<file path="config.mk">
export PLATFORM = sky130hd
export DESIGN_NAME = approx_mul_err_eval
export DESIGN_NICKNAME = d
export VERILOG_FILES = /design/src/rtl/approx_eval_pkg.sv /design/src/rtl/approx_mul_err_eval_ed_calc.sv /design/src/rtl/approx_mul_err_eval.sv
export SDC_FILE = /design/constraint.sdc
export NUM_CORES = 1
export LEC_CHECK = 0
export CAP_MARGIN = 20
export CORE_ASPECT_RATIO = 0.75
export CORE_MARGIN = 2
export CORE_UTILIZATION = 62
export DETAILED_ROUTE_END_ITERATION = 8
export PLACE_DENSITY = 0.83
export SYNTH_ARGS = -nofsm -noshare
export SYNTH_HDL_FRONTEND = slang
export SYNTH_SLANG_ARGS = --single-unit
</file>
<file path="constraint.sdc">
create_clock -name clk -period 8.5 [get_ports clk]
set_input_delay 2.55 -clock clk [delete_from_list [all_inputs] [get_ports clk]]
set_output_delay 2.55 -clock clk [all_outputs]
set_load 0.1 [all_outputs]
</file>
<file path="src/rtl/approx_eval_pkg.sv">
// Shared types and widths for the approximate-multiplier error evaluator.
package approx_eval_pkg;

  localparam int SAMPLE_W_DEF = 17;
  localparam int SUM_W_DEF    = 33;
  localparam int ED_W         = 16;

  typedef enum logic [1:0] {
    IDLE  = 2'd0,
    RUN   = 2'd1,
    DRAIN = 2'd2,
    DONE  = 2'd3
  } state_t;

endpackage

</file>
<file path="src/rtl/approx_mul_err_eval_ed_calc.sv">
// Absolute error distance between the exact and the approximate 16-bit product.
module ed_calc
  import approx_eval_pkg::*;
(
  input  logic [ED_W-1:0] exact,
  input  logic [ED_W-1:0] prod,
  output logic [ED_W-1:0] ed
);

  always_comb begin
    if (exact >= prod) ed = exact - prod;
    else               ed = prod - exact;
  end

endmodule

</file>
<file path="src/rtl/approx_mul_err_eval.sv">
// Error-statistics stage for 8x8 approximate multipliers: three-stage pipeline
// (exact product, error distance, accumulate) under a run/drain controller.
module approx_mul_err_eval
  import approx_eval_pkg::*;
#(
  parameter int SAMPLE_W = SAMPLE_W_DEF,
  parameter int SUM_W    = SUM_W_DEF
) (
  input  logic                clk,
  input  logic                rst,
  input  logic                start,
  input  logic [SAMPLE_W-1:0] num_samples,
  input  logic                in_valid,
  output logic                in_ready,
  input  logic [7:0]          in_a,
  input  logic [7:0]          in_b,
  input  logic [15:0]         in_prod,
  output logic                busy,
  output logic                done,
  output logic [SAMPLE_W-1:0] err_count,
  output logic [SUM_W-1:0]    sum_ed,
  output logic [ED_W-1:0]     max_ed,
  output logic [7:0]          max_a,
  output logic [7:0]          max_b
);

  state_t              state_reg, state_next;
  logic [SAMPLE_W-1:0] nsamp_reg, cnt_reg, cnt_inc;
  logic                accept, start_ok, done_next, done_reg;
  logic [2:0]          vld_reg;

  logic [7:0]          s1_a_reg, s1_b_reg, s2_a_reg, s2_b_reg, s3_a_reg, s3_b_reg;
  logic [ED_W-1:0]     s1_prod_reg, s1_exact_reg, ed_next, s2_ed_reg, s3_ed_reg;

  logic [SAMPLE_W-1:0] err_reg;
  logic [SUM_W-1:0]    sum_reg;
  logic [ED_W-1:0]     max_reg;
  logic [7:0]          max_a_reg, max_b_reg;

  assign accept   = in_valid && (state_reg == RUN);
  assign start_ok = start && ((state_reg == IDLE) || (state_reg == DONE));
  assign cnt_inc  = cnt_reg + SAMPLE_W'(1);

  always_ff @(posedge clk) begin
    if (rst) state_reg <= IDLE;
    else     state_reg <= state_next;
  end

  always_comb begin
    state_next = state_reg;
    done_next  = 1'b0;
    unique case (state_reg)
      IDLE, DONE: begin
        if (start) begin
          if (num_samples == '0) begin
            state_next = DONE;
            done_next  = 1'b1;
          end else begin
            state_next = RUN;
          end
        end
      end
      RUN: begin
        if (accept && (cnt_inc == nsamp_reg)) state_next = DRAIN;
      end
      DRAIN: begin
        // Only the accumulate stage may still hold data; it retires on this same edge.
        if (!vld_reg[0] && !vld_reg[1]) begin
          state_next = DONE;
          done_next  = 1'b1;
        end
      end
      default: state_next = IDLE;
    endcase
  end

  always_ff @(posedge clk) begin
    if (rst) begin
      done_reg  <= 1'b0;
      cnt_reg   <= '0;
      nsamp_reg <= '0;
    end else begin
      done_reg <= done_next;
      if (start_ok) begin
        cnt_reg   <= '0;
        nsamp_reg <= num_samples;
      end else if (accept) begin
        cnt_reg <= cnt_inc;
      end
    end
  end

  always_ff @(posedge clk) begin
    if (rst) vld_reg <= '0;
    else     vld_reg <= {vld_reg[1:0], accept};
  end

  always_ff @(posedge clk) begin
    if (accept) begin
      s1_a_reg     <= in_a;
      s1_b_reg     <= in_b;
      s1_prod_reg  <= in_prod;
      s1_exact_reg <= 16'(in_a) * 16'(in_b);
    end
    s2_a_reg  <= s1_a_reg;
    s2_b_reg  <= s1_b_reg;
    s2_ed_reg <= ed_next;
    s3_a_reg  <= s2_a_reg;
    s3_b_reg  <= s2_b_reg;
    s3_ed_reg <= s2_ed_reg;
  end

  ed_calc u_ed_calc (
    .exact (s1_exact_reg),
    .prod  (s1_prod_reg),
    .ed    (ed_next)
  );

  always_ff @(posedge clk) begin
    if (rst || start_ok) begin
      err_reg   <= '0;
      sum_reg   <= '0;
      max_reg   <= '0;
      max_a_reg <= '0;
      max_b_reg <= '0;
    end else if (vld_reg[2]) begin
      sum_reg <= sum_reg + SUM_W'(s3_ed_reg);
      if (s3_ed_reg != '0) err_reg <= err_reg + SAMPLE_W'(1);
      // Strict compare keeps the operands of the first sample that hit the maximum.
      if (s3_ed_reg > max_reg) begin
        max_reg   <= s3_ed_reg;
        max_a_reg <= s3_a_reg;
        max_b_reg <= s3_b_reg;
      end
    end
  end

  assign in_ready  = (state_reg == RUN);
  assign busy      = (state_reg == RUN) || (state_reg == DRAIN);
  assign done      = done_reg;
  assign err_count = err_reg;
  assign sum_ed    = sum_reg;
  assign max_ed    = max_reg;
  assign max_a     = max_a_reg;
  assign max_b     = max_b_reg;

endmodule

</file>
## Word-level counts from Yosys, hierarchy flattened

Cells that the tools add are included.

| cells by class | value |
|---|---|
| reductions and logical operators | 17 |
| order comparisons | 2 |
| mux-type cells | 10 |
| equal/unequal tests | 7 |
| $add $sub $neg | 5 |
| $mul | 1 |

Operators with widths:

| cell | count |
|---|---|
| 17-bit by 1-bit adder with 17-bit output, second input constant | 2 |
| 33-bit by 16-bit adder with 33-bit output | 1 |
| 16-bit subtractor | 2 |
| 17-bit equality test | 1 |
| 17-bit logical NOT | 1 |
| 16-bit >= comparator | 1 |
| 16-bit greater-than comparator | 1 |
| 8-bit by 8-bit multiplier with 16-bit output | 1 |
| 16-bit 2-to-1 mux | 1 |
| 16-bit nonzero test | 1 |
| 2-bit 2-to-1 mux | 4 |
| 2-bit case mux with 3 select lines | 1 |
| 2-bit equality test, second input constant | 2 |
| 1-bit logical AND | 4 |
| 2-bit inequality test, second input constant | 2 |
| 2-bit AND reduction | 2 |
| 2-bit OR reduction | 2 |
| 1-bit logical OR | 3 |
| 1-bit 2-to-1 mux | 3 |
| 3-bit AND reduction | 1 |
| 2-bit by 1-bit equality test with 1-bit output, second input constant | 1 |
| 1-bit logical NOT | 2 |
| 2-bit logical NOT | 1 |
| 2-bit by 1-bit inequality test with 1-bit output, second input constant | 1 |
| 1-bit case mux with 2 select lines | 1 |

| word-level totals | value |
|---|---|
| logic and storage cells | 62 |
| flip-flop bits (word level) | 234 |
| output and inout bits | 85 |
| bits of input ports | 53 |

## Depth between registers and ports, before layout

| depth | value |
|---|---|
| word-level depth | 5 |
| depth in mapped cells | 18 |
| gate-level depth less buffers | 18 |

## Hierarchy

A second synthesis with hierarchy kept.

| second synthesis, totals | value |
|---|---|
| cells, all modules | 1,414 |
| area, all modules | 13,086.3 µm² |

Modules (own cells, without submodules):

| module | cells each | area an instance (µm²) | seq. area each (µm²) | times used |
|---|---|---|---|---|
| approx_mul_err_eval | 1,195 | 11,462.2 | 5,165.0 | 1 |
| ed_calc | 219 | 1,624.1 | 0.0 | 1 |

## Worst setup path before layout

OpenSTA, ideal clock, no wires.

| path | value |
|---|---|
| path type | input -> register |
| from | in in_a[1] |
| to | reg s1_exact_reg[14], data pin |
| required time | 8,243 ps |
| path slack | 1,950 ps |
| setup time | 257 ps |
| stages | 14 |
| arrival time | 6,293 ps |
| buffers on the path | 0 |
| cell sequence | and2_1 -> fa_1 -> fa_1 -> fa_1 -> inv_1 -> fa_1 -> inv_1 -> ha_1 -> or2_2 -> o311a_1 -> o21a_1 -> o21a_1 -> o211a_1 -> xor2_1 |

| between the ends | value |
|---|---|
| word-level cells in the longest chain between the ends | 1 |

Ends and longest elaborated chain:

| item | line | RTL |
|---|---|---|
| start, declared | approx_mul_err_eval.sv:15 | `input logic [7:0] in_a,` |
| 8-bit by 8-bit multiplier with 16-bit output | approx_mul_err_eval.sv:103 | `s1_exact_reg <= 16'(in_a) * 16'(in_b);` |
| end signal, assigned | approx_mul_err_eval.sv:103 |  |
| end, declared | approx_mul_err_eval.sv:33 | `logic [ED_W-1:0] s1_prod_reg, s1_exact_reg, ed_next, s2_ed_reg, s3_ed_reg;` |

Every way passes these cells.
A chain may end at the register's enable or synchronous reset.

## Final worst setup path

| path | value |
|---|---|
| from | in in_b[3] |
| to | reg s1_exact_reg[13], data pin |

| between the ends | value |
|---|---|
| word-level cells in the longest chain between the ends | 1 |

Ends and longest elaborated chain:

| item | line | RTL |
|---|---|---|
| start, declared | approx_mul_err_eval.sv:16 | `input logic [7:0] in_b,` |
| 8-bit by 8-bit multiplier with 16-bit output | approx_mul_err_eval.sv:103 |  |

Every way passes these cells.

==> results.tsv <==
stage	metric	value	unit
logic_synthesis	Cells after Synth	1305	
logic_synthesis	largest cells by area after synthesis	dfxtp_1 (29%), edfxtp_1 (11%), ha_1 (10%), fa_1 (6.1%), mux2i_1 (4.2%)	
final_layout	fillers	1435	
logic_synthesis	Main synth FF type	dfxtp_1	
clocking	H-tree Lvls	1	
placed_design	IO buf count	137	
clocking	Resize count post-CTS	0	
final_layout	Largest register FFs	33	
clocking	TritonCTS clock tree	yes	
critical_path	crit-path max FO	9	
logic_synthesis	Syn Area/Cell	9.75	sq um
sta	Slew Limit Headroom	29.7	%
sta	Max Slew Vio Count	0	
logic_synthesis	Netlist cell types	71	
grt	Overflow after GRT	0	
clocking	Post-CTS Setup Inserts	0	
logic_synthesis	xor-xnor portion of the synthesized cell area	6.68	%
power_and_ir_drop	Total Power	3.80	mW
clocking	CTS Buf Count	22	
route	DR iter-0 viols	907	
grt	GR Util All Layers	25.5	%
floorplan	die area	21700	sq um
power_and_ir_drop	VDD IR max	152	uV
route	drt pass-1 iters	5	
floorplan	io pins	138	
logic_synthesis	Synth Area in Simple Gates	16.2	%
clocking	clk sinks	234	
critical_path	Startpoint Class	input port	
critical_path	capturing point of the worst reg2reg path	state_reg[1]	
floorplan	initial core utilization	63.1	%
logic_synthesis	post-synth top area cell	dfxtp_1	
logic_synthesis	count leader, synth	dfxtp_1	
sta	Final Hold Fails	0	
clocking	CTS Buffer Depth	3	
logic_synthesis	post-synthesis mux area share	4.54	%
critical_path	RR Startpoint	state_reg[1]	
critical_path	reg2reg setup slack	5.16	ns
power_and_ir_drop	clock share of power	27.1	%
logic_synthesis	Post-synth top cells	dfxtp_1 (186), nor2_1 (120), inv_1 (116), ha_1 (104), nand2_1 (85)	
worst_hold_path	worst hold endpoint	s3_ed_reg[7]	
sta	Final setup viols	0	
grt	first-pass GRT wire length	44800	microns
logic_synthesis	#FFs+latches synth	234	
critical_path	most frequent cell on the critical path	fa_1	
critical_path	critical path's slowest cell	clkdlybuf4s50_1	
logic_synthesis	sequential share of the synthesized area	40.6	%
worst_hold_path	origin of the worst min-delay path	s2_ed_reg[7]	
final_layout	Area Growth Syn to Fin	18.1	%
job	Max-Cap Viols	0	
floorplan	Die Y	128	microns
critical_path	CP max stage delay	0.59	ns
critical_path	WS Path Type	in2reg	
logic_synthesis	Synth Area in Compound Gates	10.5	%
logic_synthesis	top cell type's share of synthesized area	29.3	%
clocking	clock slew at reported path FFs	0.06	ns
power_and_ir_drop	Leak	6.39	nW
placed_design	DP Worst Slack	1.07	ns
power_and_ir_drop	Power Dens Cells	253	nW/um^2
route	Residual DRC	0	
sta	post-route clock period utilization	81.3	%
final_layout	n_diodes	0	
sta	clock skew	0.00986	ns
clocking	clock root buffer	clkbuf_16	
sta	setup TNS	0	ns
final_layout	Final #Nets	1625	
status	status	complete, no violations	
sta	post-layout min period	6.91	ns
sta	Tightest Pin Transition	1.05	ns
critical_path	worst-path cell chain	clkdlybuf4s50_1 -> and2_1 -> fa_1 -> fa_1 -> inv_1 -> fa_1 -> fa_1 -> inv_1 -> ha_1 -> o21ai_0 -> a21boi_0 -> o21a_1 -> nor2_1 -> o21bai_1 -> a41oi_1 -> nor2b_1 -> xnor2_1	
logic_synthesis	Post-synth EDFFs	48	
logic_synthesis	FFs w/ async S/R, synth	0	%
logic_synthesis	Mapped Area	12700	sq um
floorplan	Core Area	20200	sq um
power_and_ir_drop	combinational power share	34.6	%
route	Final ANT Viol Nets	0	
placed_design	RePlAce Congestion	0.898	
logic_synthesis	Synth Net Count	1501	
clocking	cts hold-fix bufs	0	
logic_synthesis	Synth Area in Adders	16.4	%
route	via count	9592	
power_and_ir_drop	Seq pwr share	38.3	%
logic_synthesis	YS warnings	0	
final_layout	share of layout cells above drive strength 1	4.29	%
sta	RSZ-0062 raised after global routing	no	
critical_path	Required @ worst endpoint	8.76	ns
power_and_ir_drop	Internal Power	2.49	mW
route	post-detailed-route via-to-cell ratio	5.63	
route	Wirelength per Cell	16.3	microns
critical_path	CP endpoint kind	register	
power_and_ir_drop	Switching Fraction	34.6	%
clocking	Clock Latency Late Sink	0.50	ns
sta	worst setup margin	1.59	ns
grt	vias in the first global route	9022	
logic_synthesis	largest family of logic cells by synthesized area	adder cells	
grt	initial antenna violation count	0	
critical_path	crit path DAT	7.17	ns
sta	Max Clock Freq	0.145	GHz
route	Routed WL	27700	microns
critical_path	r2r worst-path depth	12	
floorplan	Rows	45	
worst_hold_path	Hold Path Class	reg2reg	
power_and_ir_drop	sw power	1.32	mW
worst_hold_path	Cells on Worst Hold Path	0	
grt	largest net degree at the start of global routing	100	
placed_design	DP Wirelength	20500	microns
floorplan	die span in x	169	microns
==> worst max-delay path: cells and delay by family <==
family	cells	cell delay (ns)
fa+ha+maj	5	2.30
xor+xnor	1	0.11
simple gates	3	0.52
compound gates	5	0.98
buf+inv	3	0.69
==> worst max path at each step <==
stage	end	startpoint	slack (ns)
2_1_floorplan	s1_exact_reg[14]	in_a[1]	1.95
3_3_place_gp	s1_exact_reg[14]	in_b[6]	1.22
3_5_place_dp	s1_exact_reg[13]	in_b[3]	1.07
4_1_cts	s1_exact_reg[13]	in_b[3]	1.57
5_1_grt	s1_exact_reg[15]	in_b[3]	1.30
6_report	s1_exact_reg[13]	in_b[3]	1.59
==> layer usage <==
metal,wire [microns],vias up,global-route usage [%]
met2,12800,277,41.8
li1,-,4704,-
met5,0,-,0
met3,1530,31,3.77
met1,13100,4580,36.5
met4,371,0,4.68
==> cell families after synthesis <==
logic type,count (synthesis)
multiplexers,57
XOR/XNOR,97
flip-flops,234
AND/OR/NAND/NOR,410
adder cells (fa/ha/maj),143
buffers and inverters,158
AO/OA/AOI/OAI,206
==> power groups by stage <==
stage                     sequential [mW]  clock, mW  combinational [mW]
after floorplan                      1.47          0               0.996
after global placement               1.47          0                1.25
after detailed placement             1.48          0                1.29
after CTS                            1.45       1.05                1.30
after global routing                 1.47       1.10                1.48
final                                1.45       1.03                1.32
==> final cells by class <==
class | instances | area (sq um) | area share, %
tap | 258 | 323 | 2.15
sequential | 234 | 5160 | 34.4
clock buffer | 31 | 637 | 4.24
timing repair buffer | 140 | 1410 | 9.41
inverter | 118 | 443 | 2.95
clock inverter | 9 | 131 | 0.874
multi-input combinational | 913 | 6920 | 46.0
==> through the flow <==
stage / std cells / util [%] / hold WS, ns / instance area [sq um]
after floorplan: 1305 / - / 0.310 / 12700
after global placement: 1662 / 70.6 / 0.310 / 14200
after detailed placement: 1662 / 70.6 / 0.312 / 14200
after CTS: 1702 / 74.4 / 0.326 / 15000
after global routing: 1703 / 74.6 / 0.332 / 15000
final: 1703 / 74.6 / 0.324 / 15000
==> layout by cell type (no fill, tap or decap), types with 29 or more instances in the layout <==
cell / instances
mux2i_1: 54
and2_1: 57
clkdlybuf4s50_1: 137
o21ai_0: 29
xnor2_1: 57
inv_1: 116
a21oi_1: 80
nor2_1: 120
dfxtp_1: 186
fa_1: 39
ha_1: 104
edfxtp_1: 48
nand2_1: 85
xor2_1: 40
(Power assumes the default switching activity.)
